`src/rtl/ks_mp_add_seq_if.sv`:
```
// rtl/ks_mp_add_seq_if.sv - operand, adder and result signal bundle for ks_mp_add_seq
interface ks_mp_add_seq_if #(
  parameter int DATA_WIDTH = 32
);
  logic                  in_valid;
  logic                  in_ready;
  logic [DATA_WIDTH-1:0] in_a;
  logic [DATA_WIDTH-1:0] in_b;
  logic                  in_cin;
  logic                  in_last;
  logic [DATA_WIDTH-1:0] add_a;
  logic [DATA_WIDTH-1:0] add_b;
  logic                  add_cin;
  logic [DATA_WIDTH:0]   add_s;
  logic                  out_valid;
  logic                  out_ready;
  logic [DATA_WIDTH-1:0] out_sum;
  logic                  out_last;
  logic                  out_cout;
  logic                  busy;

  modport slave (
    input  in_valid, in_a, in_b, in_cin, in_last, add_s, out_ready,
    output in_ready, add_a, add_b, add_cin, out_valid, out_sum, out_last, out_cout, busy
  );

  modport master (
    output in_valid, in_a, in_b, in_cin, in_last, add_s, out_ready,
    input  in_ready, add_a, add_b, add_cin, out_valid, out_sum, out_last, out_cout, busy
  );
endinterface

```
`src/rtl/ks_mp_add_seq.sv`:
```
// rtl/ks_mp_add_seq.sv - multi-precision add sequencer chaining carries through a registered adder
module ks_mp_add_seq #(
  parameter int DATA_WIDTH = 32,
  parameter int ADD_LAT    = 2
) (
  input  logic            clk,
  input  logic            rst,
  ks_mp_add_seq_if.slave  bus
);
  localparam int CW = (ADD_LAT > 1) ? $clog2(ADD_LAT) : 1;
  localparam logic [CW-1:0] CNT_LOAD = CW'(ADD_LAT - 1);

  localparam logic [1:0] S_IDLE = 2'd0;
  localparam logic [1:0] S_WAIT = 2'd1;
  localparam logic [1:0] S_OUT  = 2'd2;

  logic [1:0]            r_state;
  logic                  r_first;
  logic                  r_carry;
  logic                  r_last;
  logic [CW-1:0]         r_cnt;
  logic [DATA_WIDTH-1:0] r_add_a;
  logic [DATA_WIDTH-1:0] r_add_b;
  logic                  r_add_cin;
  logic                  r_out_valid;
  logic [DATA_WIDTH-1:0] r_out_sum;
  logic                  r_out_last;
  logic                  r_out_cout;

  always_ff @(posedge clk or negedge rst) begin
    if (!rst) begin
      r_state     <= S_IDLE;
      r_first     <= 1'b1;
      r_carry     <= 1'b0;
      r_last      <= 1'b0;
      r_cnt       <= '0;
      r_add_a     <= '0;
      r_add_b     <= '0;
      r_add_cin   <= 1'b0;
      r_out_valid <= 1'b0;
      r_out_sum   <= '0;
      r_out_last  <= 1'b0;
      r_out_cout  <= 1'b0;
    end else begin
      case (r_state)
        S_IDLE: begin
          if (bus.in_valid) begin
            r_add_a   <= bus.in_a;
            r_add_b   <= bus.in_b;
            r_add_cin <= r_first ? bus.in_cin : r_carry;
            r_last    <= bus.in_last;
            r_cnt     <= CNT_LOAD;
            r_state   <= S_WAIT;
          end
        end
        S_WAIT: begin
          // Operands stay frozen here so the adder output settles on this word.
          if (r_cnt == '0) begin
            r_out_sum   <= bus.add_s[DATA_WIDTH-1:0];
            r_carry     <= bus.add_s[DATA_WIDTH];
            r_out_last  <= r_last;
            r_out_cout  <= r_last & bus.add_s[DATA_WIDTH];
            r_out_valid <= 1'b1;
            r_state     <= S_OUT;
          end else begin
            r_cnt <= r_cnt - 1'b1;
          end
        end
        S_OUT: begin
          if (bus.out_ready) begin
            r_out_valid <= 1'b0;
            r_state     <= S_IDLE;
            if (r_out_last) begin
              r_first <= 1'b1;
              r_carry <= 1'b0;
            end else begin
              r_first <= 1'b0;
            end
          end
        end
        default: r_state <= S_IDLE;
      endcase
    end
  end

  assign bus.in_ready  = (r_state == S_IDLE);
  assign bus.busy      = (r_state == S_WAIT) || (r_state == S_OUT);
  assign bus.add_a     = r_add_a;
  assign bus.add_b     = r_add_b;
  assign bus.add_cin   = r_add_cin;
  assign bus.out_valid = r_out_valid;
  assign bus.out_sum   = r_out_sum;
  assign bus.out_last  = r_out_last;
  assign bus.out_cout  = r_out_cout;
endmodule

```
`src/flat_wrapper.sv`:
```
// flat-port wrapper written by rule: the top's interface ports become plain ports
module ks_mp_add_seq_flat 
#(
  parameter int DATA_WIDTH = 32,
  parameter int ADD_LAT    = 2
)
  (clk, rst, bus_in_valid, bus_in_a, bus_in_b, bus_in_cin, bus_in_last, bus_add_s, bus_out_ready, bus_in_ready, bus_add_a, bus_add_b, bus_add_cin, bus_out_valid, bus_out_sum, bus_out_last, bus_out_cout, bus_busy);
  ks_mp_add_seq_if #(.DATA_WIDTH(DATA_WIDTH)) bus_i ();
  input  logic clk;
  input  logic rst;
  input wire logic [$bits(bus_i.in_valid)-1:0] bus_in_valid;
  input wire logic [$bits(bus_i.in_a)-1:0] bus_in_a;
  input wire logic [$bits(bus_i.in_b)-1:0] bus_in_b;
  input wire logic [$bits(bus_i.in_cin)-1:0] bus_in_cin;
  input wire logic [$bits(bus_i.in_last)-1:0] bus_in_last;
  input wire logic [$bits(bus_i.add_s)-1:0] bus_add_s;
  input wire logic [$bits(bus_i.out_ready)-1:0] bus_out_ready;
  output wire logic [$bits(bus_i.in_ready)-1:0] bus_in_ready;
  output wire logic [$bits(bus_i.add_a)-1:0] bus_add_a;
  output wire logic [$bits(bus_i.add_b)-1:0] bus_add_b;
  output wire logic [$bits(bus_i.add_cin)-1:0] bus_add_cin;
  output wire logic [$bits(bus_i.out_valid)-1:0] bus_out_valid;
  output wire logic [$bits(bus_i.out_sum)-1:0] bus_out_sum;
  output wire logic [$bits(bus_i.out_last)-1:0] bus_out_last;
  output wire logic [$bits(bus_i.out_cout)-1:0] bus_out_cout;
  output wire logic [$bits(bus_i.busy)-1:0] bus_busy;
  assign bus_i.in_valid = bus_in_valid;
  assign bus_i.in_a = bus_in_a;
  assign bus_i.in_b = bus_in_b;
  assign bus_i.in_cin = bus_in_cin;
  assign bus_i.in_last = bus_in_last;
  assign bus_i.add_s = bus_add_s;
  assign bus_i.out_ready = bus_out_ready;
  assign bus_in_ready = bus_i.in_ready;
  assign bus_add_a = bus_i.add_a;
  assign bus_add_b = bus_i.add_b;
  assign bus_add_cin = bus_i.add_cin;
  assign bus_out_valid = bus_i.out_valid;
  assign bus_out_sum = bus_i.out_sum;
  assign bus_out_last = bus_i.out_last;
  assign bus_out_cout = bus_i.out_cout;
  assign bus_busy = bus_i.busy;
  ks_mp_add_seq #(.DATA_WIDTH(DATA_WIDTH), .ADD_LAT(ADD_LAT)) u_core (.clk(clk), .rst(rst), .bus(bus_i));
endmodule
```
`config.mk`:
```
export PLATFORM = sky130hd
export DESIGN_NAME = ks_mp_add_seq_flat
export DESIGN_NICKNAME = d
export VERILOG_FILES = /design/src/rtl/ks_mp_add_seq_if.sv /design/src/rtl/ks_mp_add_seq.sv /design/src/flat_wrapper.sv
export SDC_FILE = /design/constraint.sdc
export NUM_CORES = 1
export LEC_CHECK = 0
export CAP_MARGIN = 40
export CORE_MARGIN = 3
export CORE_UTILIZATION = 42
export CTS_BUF_LIST = sky130_fd_sc_hd__clkbuf_2
export DETAILED_ROUTE_END_ITERATION = 8
export PLACE_DENSITY_LB_ADDON = 0.25
export RECOVER_POWER = 50
export SLEW_MARGIN = 20
export SYNTH_ARGS = -nofsm -noshare
export SYNTH_HDL_FRONTEND = slang
export SYNTH_SLANG_ARGS = --single-unit
```
`constraint.sdc`:
```
create_clock -name clk -period 1.9 [get_ports clk]
set_clock_uncertainty 0.2 [all_clocks]
set_input_delay 0.38 -clock clk [delete_from_list [all_inputs] [get_ports clk]]
set_output_delay 0.38 -clock clk [all_outputs]
set_load 0.02 [all_outputs]
```
# == Word level (Yosys, flattened, before mapping) ==
# Index checks and enable logic that the tools add are counted.
# word_totals
register_bits,106
input_bits,103
out_inout_bits,102
# op_classes
add_sub_neg,1
n_eq_ne,6
muxes,16
bitwise,2
reduce_logical,11
# op_table
operator,count
$mux W1,9
$reduce_and A2 Y1,4
$mux W2,3
$ne A2 B2 Y1 const B,3
$pmux W1 S2,3
$pmux W2 S3,1
$reduce_and A3 Y1,2
$reduce_and A4 Y1,1
$reduce_bool A2 Y1,2
$eq A2 B1 Y1 const B,1
$eq A2 B2 Y1 const B,1
$logic_not A2 Y1,1
$ne A2 B1 Y1 const B,1
$and A1 B1 Y1,1
$logic_or A1 B1 Y1,1
$not A1 Y1,1
$sub A1 B1 Y1 const B,1

# == Logic depth before layout (Yosys ltp) ==
# Gate-level depths: netlist of run 1.
# logic_depth
depth_word,3
mapped_depth,7
ltp_nobuf,5

# == Least setup slack after synthesis of run 1 ==
# OpenSTA, ideal clock, no wires.
# synth_path
path_type,register to register
start,register u_core.r_state[0]
end,register u_core.r_add_b[10] (netlist: u_core.bus.add_b[10])
t_arrival_ns,1.553
t_required_ns,1.575
setup_slack_ns,0.022
stages_incl_launch_ff,7
cell_sequence,dfrtp_1 -> inv_1 -> ha_1 -> nand2_1 -> buf_6 -> buf_6 -> mux2_4
# synth_between
elab_chain_cells,2
# synth_lines
element,line_no,source
from (decl),ks_mp_add_seq.sv:17,logic [1:0] r_state;
from (signal assigned),ks_mp_add_seq.sv:32,r_state <= S_IDLE;
from (signal assigned),ks_mp_add_seq.sv:53,r_state <= S_WAIT;
from (signal assigned),ks_mp_add_seq.sv:64,r_state <= S_OUT;
$logic_not A2 Y1,n/a,
named net bus_in_ready,flat_wrapper.sv:18,output wire logic [$bits(bus_i.in_ready)-1:0] bus_in_ready;
$reduce_and A2 Y1 (no line),n/a,
to (signal assigned),ks_mp_add_seq.sv:49,r_add_b <= bus.in_b;
to (decl),ks_mp_add_seq.sv:23,logic [DATA_WIDTH-1:0] r_add_b;
# The timed path passes the listed nets, and every way through them passes these cells.
# A chain may end at the register's enable or synchronous reset.

# == Final worst setup path of run 1 ==
# layout_path
start,register u_core.r_state[0]
end,register u_core.r_out_sum[30] (netlist: u_core.bus.out_sum[30])
# layout_between
elab_chain_cells,2
# layout_lines
element,line_no,source
$eq A2 B1 Y1,ks_mp_add_seq.sv:45,case (r_state)
$reduce_and A2 Y1 (no line),n/a,
to (signal assigned),ks_mp_add_seq.sv:59,r_out_sum <= bus.add_s[DATA_WIDTH-1:0];
to (decl),ks_mp_add_seq.sv:26,logic [DATA_WIDTH-1:0] r_out_sum;
# No other way between the ends.

==> results of run 1 <==
==> final cells by class <==
class | count | area (um2)
fill | 762 | 3060
multi-input combinational | 129 | 1435
tap | 129 | 161.4
timing repair buffer | 259 | 2039
sequential | 106 | 2654
clock inverter | 5 | 80.08
inverter | 6 | 22.52
clock buffer | 10 | 50.05
==> state kept, by name (all words and copies together), names as in the netlist <==
signal	cells
u_core.r_cnt	1
u_core.r_carry	1
u_core.bus.add_b	32
u_core.bus.out_last	1
u_core.bus.add_a	32
u_core.bus.out_sum	32
u_core.r_first	1
u_core.bus.add_cin	1
u_core.r_state	2
u_core.r_last	1
u_core.bus.out_valid	1
u_core.bus.out_cout	1
==> layout by cell type, fill, tap and decap left out, types with 2 or more instances in the layout <==
cell	count
sky130_fd_sc_hd__mux2_4	14
sky130_fd_sc_hd__ha_4	2
sky130_fd_sc_hd__inv_2	2
sky130_fd_sc_hd__dfrtp_1	105
sky130_fd_sc_hd__buf_6	5
sky130_fd_sc_hd__bufinv_16	2
sky130_fd_sc_hd__buf_12	2
sky130_fd_sc_hd__clkbuf_16	3
sky130_fd_sc_hd__mux2_2	72
sky130_fd_sc_hd__ha_1	3
sky130_fd_sc_hd__mux2i_1	2
sky130_fd_sc_hd__nand3_1	2
sky130_fd_sc_hd__mux2_1	14
sky130_fd_sc_hd__a31oi_1	2
sky130_fd_sc_hd__clkbuf_4	3
sky130_fd_sc_hd__nand2_1	4
sky130_fd_sc_hd__nand2b_1	2
sky130_fd_sc_hd__inv_1	4
sky130_fd_sc_hd__buf_2	89
sky130_fd_sc_hd__o21ai_0	3
sky130_fd_sc_hd__clkbuf_2	22
sky130_fd_sc_hd__clkdlybuf4s50_1	101
sky130_fd_sc_hd__buf_4	42
==> power by group <==
part           internal (mW)  total (mW)  leakage (nW)  switching [mW]
combinational           3.04        6.12          1.70            3.08
sequential              3.40        3.97          1.25           0.566
clock                  0.431        1.18        0.0756           0.745
total                   6.87        11.3          3.02            4.39
==> worst min path at each step <==
| stage | startpoint | to | slack (ns) | cells past startpoint |
|---|---|---|---|---|
| finish | bus_in_b[5] | u_core.bus.add_b[5] | 0.17 | 2 |
| floorplan | rst | u_core.bus.add_a[0] | -0.12 | 0 |
| CTS | bus_in_b[23] | u_core.bus.add_b[23] | 0.15 | 2 |
| global route | bus_in_b[14] | u_core.bus.add_b[14] | 0.11 | 2 |
| global placement | u_core.bus.add_cin | u_core.bus.add_cin | 0.27 | 2 |
| detailed placement | u_core.bus.add_cin | u_core.bus.add_cin | 0.27 | 2 |
==> metal layers <==
metal / track usage (%) / share of wire (%) / vias to the layer above
met4: 6.475 / 1.9 / 0
met3: 6.497 / 7.9 / 14
met1: 22.23 / 40 / 1522
met5: 0 / 0 / -
li1: - / - / 1400
met2: 31.90 / 50 / 127
==> kinds of logic (layout without fill, tap and decap cells) <==
family | after synthesis | in the layout
DFF | 106 | 106
muxes | 102 | 102
buffers and inverters | 17 | 280
AOI/OAI and AO/OA | 11 | 11
and+or+nand+nor | 11 | 11
adders and majority gates | 5 | 5
==> per-stage QoR <==
step | hold slack [ns] | cells | util [%] | cell area (um2)
finish | 0.1678 | 644 | 67.79 | 6442
global route | 0.1074 | 644 | 67.79 | 6442
CTS | 0.1460 | 622 | 71.88 | 6830
detailed placement | 0.2703 | 587 | 68.31 | 6491
global placement | 0.2685 | 587 | 68.31 | 6491
floorplan | -0.1156 | 252 | - | 4217
==> repair_timing <==
item | in CTS | in global routing
cloned | 0 | 4
gates resized for setup | 320 | 91
buffers inserted | 19 | 18
endpoints found under the setup margin | 102 | 119
hold buffers | 1 | 0
hold endpoints to repair | 106 | 0
==> worst max-delay path: stages, from the launching register on <==
cell	delay, ns
sky130_fd_sc_hd__dfrtp_1	0.42
sky130_fd_sc_hd__clkbuf_4	0.13
sky130_fd_sc_hd__clkbuf_1	0.23
sky130_fd_sc_hd__ha_4	0.18
sky130_fd_sc_hd__nor2b_4	0.15
sky130_fd_sc_hd__buf_12	0.14
sky130_fd_sc_hd__clkbuf_16	0.16
sky130_fd_sc_hd__mux2_2	0.33
==> flow_metrics.py, run 1 <==
metrics = {
    "grt": {
        "vias_in_the_first_global_route": 3269,
        "maximum_number_of_pins_on_one_net_before_global_route_repair": 107,
        "antenna_violations_before_repair": 0,
        "global_route.overflow_total": 0,
        "grt.total_usage_pct": 18.80,
        "global_route_wire_length_before_repair_mm": 16.73,
    },
    "pwr": {
        "worst_ir_drop_vdd_mv": 0.8160,
        "totalPowerFinal_mw": 11.26,
        "power.density_nw_per_um2": 1748,
        "leakage_nw": 3.020,
    },
    "timing": {
        "min_period_over_period_pct": 106.1,
        "hold_viol": 0,
        "final_min_period_ns": 2.015,
        "final-setup-viol-count": 50,
        "post-route-worst-setup-slack_ns": -0.1154,
        "max_slew_margin_pct": 6.740,
        "rsz_0062_raised_after_global_routing": "yes",
        "drv_slew": 0,
        "max_clock_freq_ghz": 0.4962,
        "setup_total_negative_slack_ns": -3.702,
        "timing_worst_slew_pin_value_ns": 1.399,
    },
    "worst_setup_path": {
        "setup.worst_path.start": "u_core.r_state[0]",
        "crit_path_end_kind": "flip-flop",
        "crit_end": "u_core.bus.out_sum[30]",
        "timing.rr.end": "u_core.bus.out_sum[30]",
        "critical_path_startpoint_category": "flip-flop",
        "crit_fanout": 9,
        "worstSetupPathType": "reg2reg",
        "ff2ff_path_depth": 7,
        "r2r_start": "u_core.r_state[0]",
        "worstPathRequired_ns": 2.19,
        "ff2ff_setup_slack_ns": -0.12,
        "worstPathArrival_ns": 2.31,
    },
    "yosys": {
        "synth-async-reset-ratio_pct": 100.0,
        "leading_area_contributor_after_synthesis": "sky130_fd_sc_hd__dfrtp_1",
        "synth_xor_xnor_area_share_pct": 0,
        "synth_fa_ha_area_share_pct": 1.484,
        "synth_cell_type_count": 22,
        "syn-cell-area_um2": 4217,
        "syn_avg_cell_area_um2": 16.73,
        "synth_simple_gate_area_share_pct": 1.276,
        "netlist_instances": 252,
        "synth_edf_count": 0,
        "synth.cells.most_frequent": "105 x sky130_fd_sc_hd__dfrtp_1, 72 x sky130_fd_sc_hd__mux2_2, 28 x sky130_fd_sc_hd__mux2_4",
        "synth_area_leaders": "sky130_fd_sc_hd__dfrtp_1 62%, sky130_fd_sc_hd__mux2_2 19%, sky130_fd_sc_hd__mux2_4 10%",
        "synth_compound_area_share_pct": 1.691,
        "synth-seq-area-share_pct": 62.94,
        "synth_ff_type": "sky130_fd_sc_hd__dfrtp_1",
        "synth_most_common_cell": "sky130_fd_sc_hd__dfrtp_1",
        "synth_seq_cells": 106,
        "yosys_warnings": 0,
        "synth.net_count": 360,
        "combinational_family_with_the_most_area_after_synthesis": "multiplexers",
        "synth.top_cell.area_share_pct": 62.31,
        "synthMuxAreaShare_pct": 29.67,
    },
    "final_layout": {
        "final_layout_size_suffix_gt1_share_pct": 51.07,
        "diodes": 0,
        "nets": 619,
        "area_delta_synth_final_pct": 52.79,
    },
    "cts": {
        "clock_path_buffers": 2,
        "cts_num_sinks": 106,
        "clk_transition_reported_paths_ns": 0.27,
        "htreeDepth": 3,
        "clock_tree.root_cell": "sky130_fd_sc_hd__clkbuf_2",
        "tritoncts.num_buffers": 9,
        "cts_tree": "yes",
        "clk_latency_ns": 0.56,
    },
    "die": {
        "core_um2": 9503,
        "floorplan.die_area_um2": 11280,
        "boundaryPins": 205,
        "dieHeight_um": 106.2,
        "floorplan.initialDensity_pct": 44.37,
        "die-width_um": 106.2,
        "floorplan_row_count": 35,
    },
    "route": {
        "dr_total_vias": 3063,
        "final_routed_wirelength_across_all_metal_layers_mm": 10.90,
        "remaining_drc_errors": 0,
        "dr.first_iter.drc_count": 91,
        "avgViaCountPerCell": 4.756,
        "post_drt_wl_per_cell_um": 16.93,
        "drt_pass1_iterations": 4,
        "number_of_nets_with_antenna_violations_after_routing": 0,
    },
    "job": {
        "max_cap_viol_count": 0,
    },
    "place": {
        "io_buffer_count": 204,
        "detailed_place_hpwl_mm": 7.379,
        "place_worst_setup_slack_ns": -0.03323,
        "place_congestion": 0.7029,
    },
    "worst_hold_path": {
        "hold_path.class": "in2reg",
    },
    "run_status": {
        "violations": "negative setup slack",
        "status": "finished with violations",
    },
}
Note: power is estimated with default switching activity, not from simulation.
==> run 2: changes to the inputs <==
--- a/config.mk
+++ b/config.mk
@@ -12,6 +12,7 @@
 export DETAILED_ROUTE_END_ITERATION = 8
 export PLACE_DENSITY_LB_ADDON = 0.25
 export RECOVER_POWER = 50
+export REMOVE_ABC_BUFFERS = 1
 export SLEW_MARGIN = 20
 export SYNTH_ARGS = -nofsm -noshare
 export SYNTH_HDL_FRONTEND = slang
==> flow_metrics.py, run 2 (synthesis gave the netlist of run 1 again) <==
metrics = {
    "route": {
        "avgViaCountPerCell": 4.758,
        "final_routed_wirelength_across_all_metal_layers_mm": 12.40,
        "dr.first_iter.drc_count": 85,
        "number_of_nets_with_antenna_violations_after_routing": 0,
        "dr_total_vias": 3159,
        "drt_pass1_iterations": 4,
        "post_drt_wl_per_cell_um": 18.67,
        "remaining_drc_errors": 0,
    },
    "timing": {
        "post-route-worst-setup-slack_ns": -0.1599,
        "final_min_period_ns": 2.060,
        "min_period_over_period_pct": 108.4,
        "rsz_0062_raised_after_global_routing": "yes",
        "final-setup-viol-count": 34,
        "hold_viol": 0,
        "setup_total_negative_slack_ns": -2.540,
        "timing_worst_slew_pin_value_ns": 1.113,
        "drv_slew": 0,
        "max_slew_margin_pct": 25.79,
        "max_clock_freq_ghz": 0.4855,
        "timing.hold.ws_ns": 0.2082,
    },
    "pwr": {
        "totalPowerFinal_mw": 12.22,
        "leakage_nw": 3.350,
        "power.density_nw_per_um2": 1769,
        "worst_ir_drop_vdd_mv": 0.8448,
    },
    "final_layout": {
        "post-route-cell-area_um2": 6907,
        "multiInputGateArea_um2": 1604,
        "leading_cell_types_in_the_layout_fill_and_taps_excluded": "105 x sky130_fd_sc_hd__dfrtp_1, 101 x sky130_fd_sc_hd__clkdlybuf4s50_1, 74 x sky130_fd_sc_hd__buf_2, 59 x sky130_fd_sc_hd__mux2_4, 48 x sky130_fd_sc_hd__buf_4",
        "area_delta_synth_final_pct": 63.80,
        "fillerInstances": 660,
        "diodes": 0,
        "layout.cells.most_common": "sky130_fd_sc_hd__dfrtp_1",
        "final_layout_size_suffix_gt1_share_pct": 54.58,
        "nets": 638,
        "final-seq-area_um2": 2654,
    },
    "cts": {
        "cts_tree": "yes",
        "cts_num_sinks": 106,
        "htreeDepth": 3,
        "clock_path_buffers": 2,
        "tritoncts.num_buffers": 9,
        "clk_latency_ns": 0.52,
        "clock_tree.root_cell": "sky130_fd_sc_hd__clkbuf_2",
        "clk_transition_reported_paths_ns": 0.32,
    },
    "worst_hold_path": {
        "hold_path.class": "in2reg",
        "worst_hold_path.num_cells": 2,
    },
    "worst_setup_path": {
        "ff2ff_setup_slack_ns": -0.16,
        "crit_end": "u_core.bus.out_sum[7]",
        "timing.rr.end": "u_core.bus.out_sum[7]",
        "worstSetupPathType": "reg2reg",
        "critPathMostFrequentCell": "sky130_fd_sc_hd__buf_6",
        "crit_path_end_kind": "flip-flop",
        "worstPathArrival_ns": 2.32,
        "critical_path_startpoint_category": "flip-flop",
        "ff2ff_path_depth": 8,
        "critPathSlowestCell": "sky130_fd_sc_hd__dfrtp_1",
        "critical_path.cell_chain": "inv_2 > buf_4 > buf_6 > ha_4 > nor2b_4 > buf_6 > clkbuf_16 > mux2_2",
        "r2r_start": "u_core.r_state[1]",
        "largest_incremental_delay_on_the_critical_path_ns": 0.47,
        "crit_fanout": 5,
        "worstPathRequired_ns": 2.16,
        "setup.worst_path.start": "u_core.r_state[1]",
    },
    "place": {
        "detailed_place_hpwl_mm": 8.223,
        "io_buffer_count": 204,
        "place_congestion": 0.8082,
        "placed_area_um2": 6496,
    },
    "grt": {
        "maximum_number_of_pins_on_one_net_before_global_route_repair": 37,
        "global_route.overflow_total": 0,
        "vias_in_the_first_global_route": 3276,
        "antenna_violations_before_repair": 0,
        "global_route_wire_length_before_repair_mm": 17.46,
        "grt.total_usage_pct": 19.80,
    },
    "die": {
        "die-width_um": 106.2,
        "floorplan.initialDensity_pct": 44.37,
        "floorplan.die_area_um2": 11280,
        "core_um2": 9503,
        "dieHeight_um": 106.2,
        "floorplan_row_count": 35,
        "boundaryPins": 205,
    },
    "run_status": {
        "violations": "negative setup slack",
        "status": "finished with violations",
    },
    "job": {
        "max_cap_viol_count": 0,
    },
}
## run 2: cell count changes in the layout (fill, tap and decap cells not counted), sizes merged
cell	previous run	this run
clkbuf	29	38
clkdlybuf4s15	0	6
inv	6	10
dlygate4sd3	1	3
bufinv	2	1
clkinvlp	1	0
dlymetal6s4s	0	1
## run 2: critical path: cells and delay by family (launching register included)
kind | cells | cell delay [ns]
flops | 1 | 0.47
fa+ha+maj | 1 | 0.13
simple gates | 1 | 0.28
mux | 1 | 0.32
buf+inv | 5 | 0.59
## run 2: worst min-delay path by stage
stage	from	slack [ns]	to
global route	bus_in_b[4]	0.14	u_core.bus.add_b[4]
finish	bus_add_s[19]	0.21	u_core.bus.out_sum[19]
detailed placement	rst	0.13	u_core.bus.out_sum[29]
CTS	rst	0.07	u_core.bus.out_sum[31]
global placement	rst	0.13	u_core.bus.out_sum[29]
floorplan	rst	-0.12	u_core.bus.add_a[0]
## run 2: final cells by class
| class | count | share of cell area (%) |
|---|---|---|
| Timing Repair Buffer | 278 | 33.95 |
| Multi-Input combinational cell | 129 | 23.22 |
| Clock buffer | 9 | 0.6522 |
| Sequential cell | 106 | 38.42 |
| Inverter | 6 | 0.3261 |
| Clock inverter | 7 | 1.087 |
| Tap cell | 129 | 2.337 |
## run 2: power breakdown
part           leakage, nW  internal (mW)  switching [mW]
Clock               0.0743          0.322           0.773
Combinational         2.03           3.78            3.33
Sequential            1.25           3.40           0.612
Total                 3.35           7.50            4.71
## run 2: what timing repair did
item                                    CTS  global route
gates cloned                              0             8
endpoints found under the hold margin   105             0
endpoints found under the setup margin  102           156
gates resized for setup                 298           143
setup buffers                            23            25
hold buffers                              3             0
## run 2: per-stage QoR
stage               utilization (%)  setup slack [ns]  std cells
finish                        72.68           -0.1599        664
global route                  72.68           -0.2142        664
CTS                           72.98           -0.1328        632
detailed placement            68.36          0.001846        590
global placement              68.36          0.001403        590
floorplan                         -            -1.429        241
## run 2: per-layer routing
layer	vias up	share of wire, %	global-route usage [%]	wire length (um)
li1	1441	-	-	-
met1	1597	39	22.01	4817
met2	103	54	36.92	6730
met3	18	5.2	4.614	646
met4	0	1.7	6.660	206
met5	-	0	0	0
==> run 3: changes to the inputs <==
--- a/config.mk
+++ b/config.mk
@@ -10,6 +10,7 @@
 export CORE_UTILIZATION = 42
 export CTS_BUF_LIST = sky130_fd_sc_hd__clkbuf_2
 export DETAILED_ROUTE_END_ITERATION = 8
+export MAX_ROUTING_LAYER = met4
 export PLACE_DENSITY_LB_ADDON = 0.25
 export RECOVER_POWER = 50
 export REMOVE_ABC_BUFFERS = 1
==> flow_metrics.py, run 3 (synthesis gave the netlist of run 1 again) <==
metrics = {
    "pwr": {
        "share_comb_of_total_power_pct": 58.6,
        "worst_ir_drop_vdd_mv": 0.8499,
        "p_int_mw": 7.572,
        "leakage_nw": 3.358,
        "clock_power_share_pct": 8.9,
        "totalPowerFinal_mw": 12.32,
        "sw_frac_of_total_pct": 38.55,
        "power.density_nw_per_um2": 1769,
        "seq_power_share_pct": 32.6,
        "power.net_switching_mw": 4.751,
    },
    "worst_setup_path": {
        "worstPathArrival_ns": 2.34,
        "critPathSlowestCell": "sky130_fd_sc_hd__dfrtp_1",
        "cp_depth": 9,
        "critPathMostFrequentCell": "sky130_fd_sc_hd__buf_12",
        "cp.buffers_inverters": 6,
        "largest_incremental_delay_on_the_critical_path_ns": 0.47,
        "cp_top_family": "buffers and inverters",
        "crit_path_end_kind": "flip-flop",
        "worstSetupPathType": "reg2reg",
        "ff2ff_path_depth": 9,
        "critical_path.cell_chain": "inv_2 > buf_4 > buf_6 > ha_4 > nor2b_4 > buf_12 > buf_12 > clkbuf_16 > mux2_2",
        "ff2ff_setup_slack_ns": -0.18,
        "worstPathRequired_ns": 2.16,
        "crit_fanout": 5,
        "critical_path_startpoint_category": "flip-flop",
    },
    "final_layout": {
        "final_layout_size_suffix_gt1_share_pct": 54.83,
        "nets": 641,
        "post-route-cell-area_um2": 6965,
        "diodes": 0,
        "area_delta_synth_final_pct": 65.19,
        "leading_cell_types_in_the_layout_fill_and_taps_excluded": "105 x sky130_fd_sc_hd__dfrtp_1, 101 x sky130_fd_sc_hd__clkdlybuf4s50_1, 74 x sky130_fd_sc_hd__buf_2, 55 x sky130_fd_sc_hd__mux2_4, 49 x sky130_fd_sc_hd__buf_4",
        "layout.cells.most_common": "sky130_fd_sc_hd__dfrtp_1",
    },
    "cts": {
        "clk_transition_reported_paths_ns": 0.32,
        "clk_latency_ns": 0.52,
        "cts_num_sinks": 106,
        "clock_tree.root_cell": "sky130_fd_sc_hd__clkbuf_2",
        "tritoncts.num_buffers": 9,
        "htreeDepth": 3,
        "cts_tree": "yes",
        "clock_path_buffers": 2,
    },
    "run_status": {
        "status": "finished with violations",
        "violations": "negative setup slack",
    },
    "die": {
        "floorplan.die_area_um2": 11280,
        "core_um2": 9503,
        "die-width_um": 106.2,
        "floorplan.initialDensity_pct": 44.37,
        "boundaryPins": 205,
        "floorplan_row_count": 35,
        "dieHeight_um": 106.2,
    },
    "grt": {
        "global_route.overflow_total": 0,
        "antenna_violations_before_repair": 0,
        "grt.total_usage_pct": 20.40,
        "vias_in_the_first_global_route": 3277,
        "maximum_number_of_pins_on_one_net_before_global_route_repair": 37,
        "global_route_wire_length_before_repair_mm": 17.48,
    },
    "timing": {
        "final-setup-viol-count": 33,
        "timing.hold.ws_ns": 0.2071,
        "post-route-worst-setup-slack_ns": -0.1804,
        "final_min_period_ns": 2.080,
        "hold_viol": 0,
        "drv_slew": 0,
        "min_period_over_period_pct": 109.5,
        "max_clock_freq_ghz": 0.4807,
        "rsz_0062_raised_after_global_routing": "yes",
        "timing_worst_slew_pin_value_ns": 1.123,
        "max_slew_margin_pct": 25.13,
    },
    "route": {
        "dr.first_iter.drc_count": 110,
        "final_routed_wirelength_across_all_metal_layers_mm": 12.55,
        "number_of_nets_with_antenna_violations_after_routing": 0,
        "drt_pass1_iterations": 5,
        "remaining_drc_errors": 0,
        "avgViaCountPerCell": 4.765,
        "post_drt_wl_per_cell_um": 18.81,
        "dr_total_vias": 3178,
    },
    "worst_hold_path": {
        "worst_hold_path.num_cells": 2,
        "hold_path.class": "in2reg",
    },
    "place": {
        "detailed_place_hpwl_mm": 8.223,
        "place_congestion": 0.8200,
        "io_buffer_count": 204,
        "placed_area_um2": 6496,
    },
    "job": {
        "max_cap_viol_count": 0,
    },
}
## run 3: cell count changes in the layout (fill, tap and decap cells not counted), moves of 2 or more
cell	delta
sky130_fd_sc_hd__buf_12	+2
sky130_fd_sc_hd__buf_6	-3
sky130_fd_sc_hd__mux2_2	+4
sky130_fd_sc_hd__mux2_4	-4
## run 3: final timing paths
check,from,end
worst max-delay path,u_core.r_state[1],u_core.bus.out_sum[17]
worst min-delay path,bus_add_s[19],u_core.bus.out_sum[19]
worst max register to register,u_core.r_state[1],u_core.bus.out_sum[17]
worst min register to register,u_core.bus.add_a[15],u_core.bus.add_a[15]
max in group asynchronous,rst,u_core.bus.out_valid
min in group asynchronous,rst,u_core.bus.out_sum[19]
## run 3: layout make-up
class | instances | area (um2)
clock inverter | 7 | 75.07
sequential | 106 | 2654
tap | 129 | 161.4
fill | 644 | 2537
inverter | 6 | 22.52
multi-input combinational | 130 | 1609
timing repair buffer | 280 | 2399
clock buffer | 9 | 45.04
## run 3: power by group through the flow
stage / registers (mW) / clock network (mW) / logic [mW]
finish: 4.01 / 1.09 / 7.22
global route: 4.18 / 1.22 / 7.57
CTS: 4.01 / 1.13 / 6.66
detailed placement: 4.09 / 0 / 6.57
global placement: 4.03 / 0 / 6.43
floorplan: 5.39 / 0 / 2.12
## run 3: worst reg2reg max path: stages, from the launching register on
cell and delay, ns:
sky130_fd_sc_hd__dfrtp_1 0.47, sky130_fd_sc_hd__inv_2 0.09, sky130_fd_sc_hd__buf_4 0.11, sky130_fd_sc_hd__buf_6 0.09, sky130_fd_sc_hd__ha_4 0.14, sky130_fd_sc_hd__nor2b_4 0.20
sky130_fd_sc_hd__buf_12 0.14, sky130_fd_sc_hd__buf_12 0.11, sky130_fd_sc_hd__clkbuf_16 0.14, sky130_fd_sc_hd__mux2_2 0.33
## run 3: metrics by stage
stage	setup slack, ns	TNS [ns]	cells	util [%]
global route	-0.2143	-7.087	667	73.30
floorplan	-1.429	-129.95	241	-
finish	-0.1804	-2.313	667	73.30
CTS	-0.1328	-0.2134	632	72.98
detailed placement	0.001846	0	590	68.36
global placement	0.001403	0	590	68.36
## run 3: per-layer routing
layer	wire (um)	vias to the layer above	track usage, %
met5	0	-	-
met4	231	0	6.660
met3	669	23	3.947
met2	6825	112	36.61
met1	4821	1596	22.85
li1	-	1447	-
## run 3: timing repair
item	in CTS	in global routing
setup buffers	23	26
pin swaps	0	1
gates resized for setup	298	138
cloned	0	10
hold buffers	3	0
setup endpoints to repair	102	161
endpoints found under the hold margin	105	0
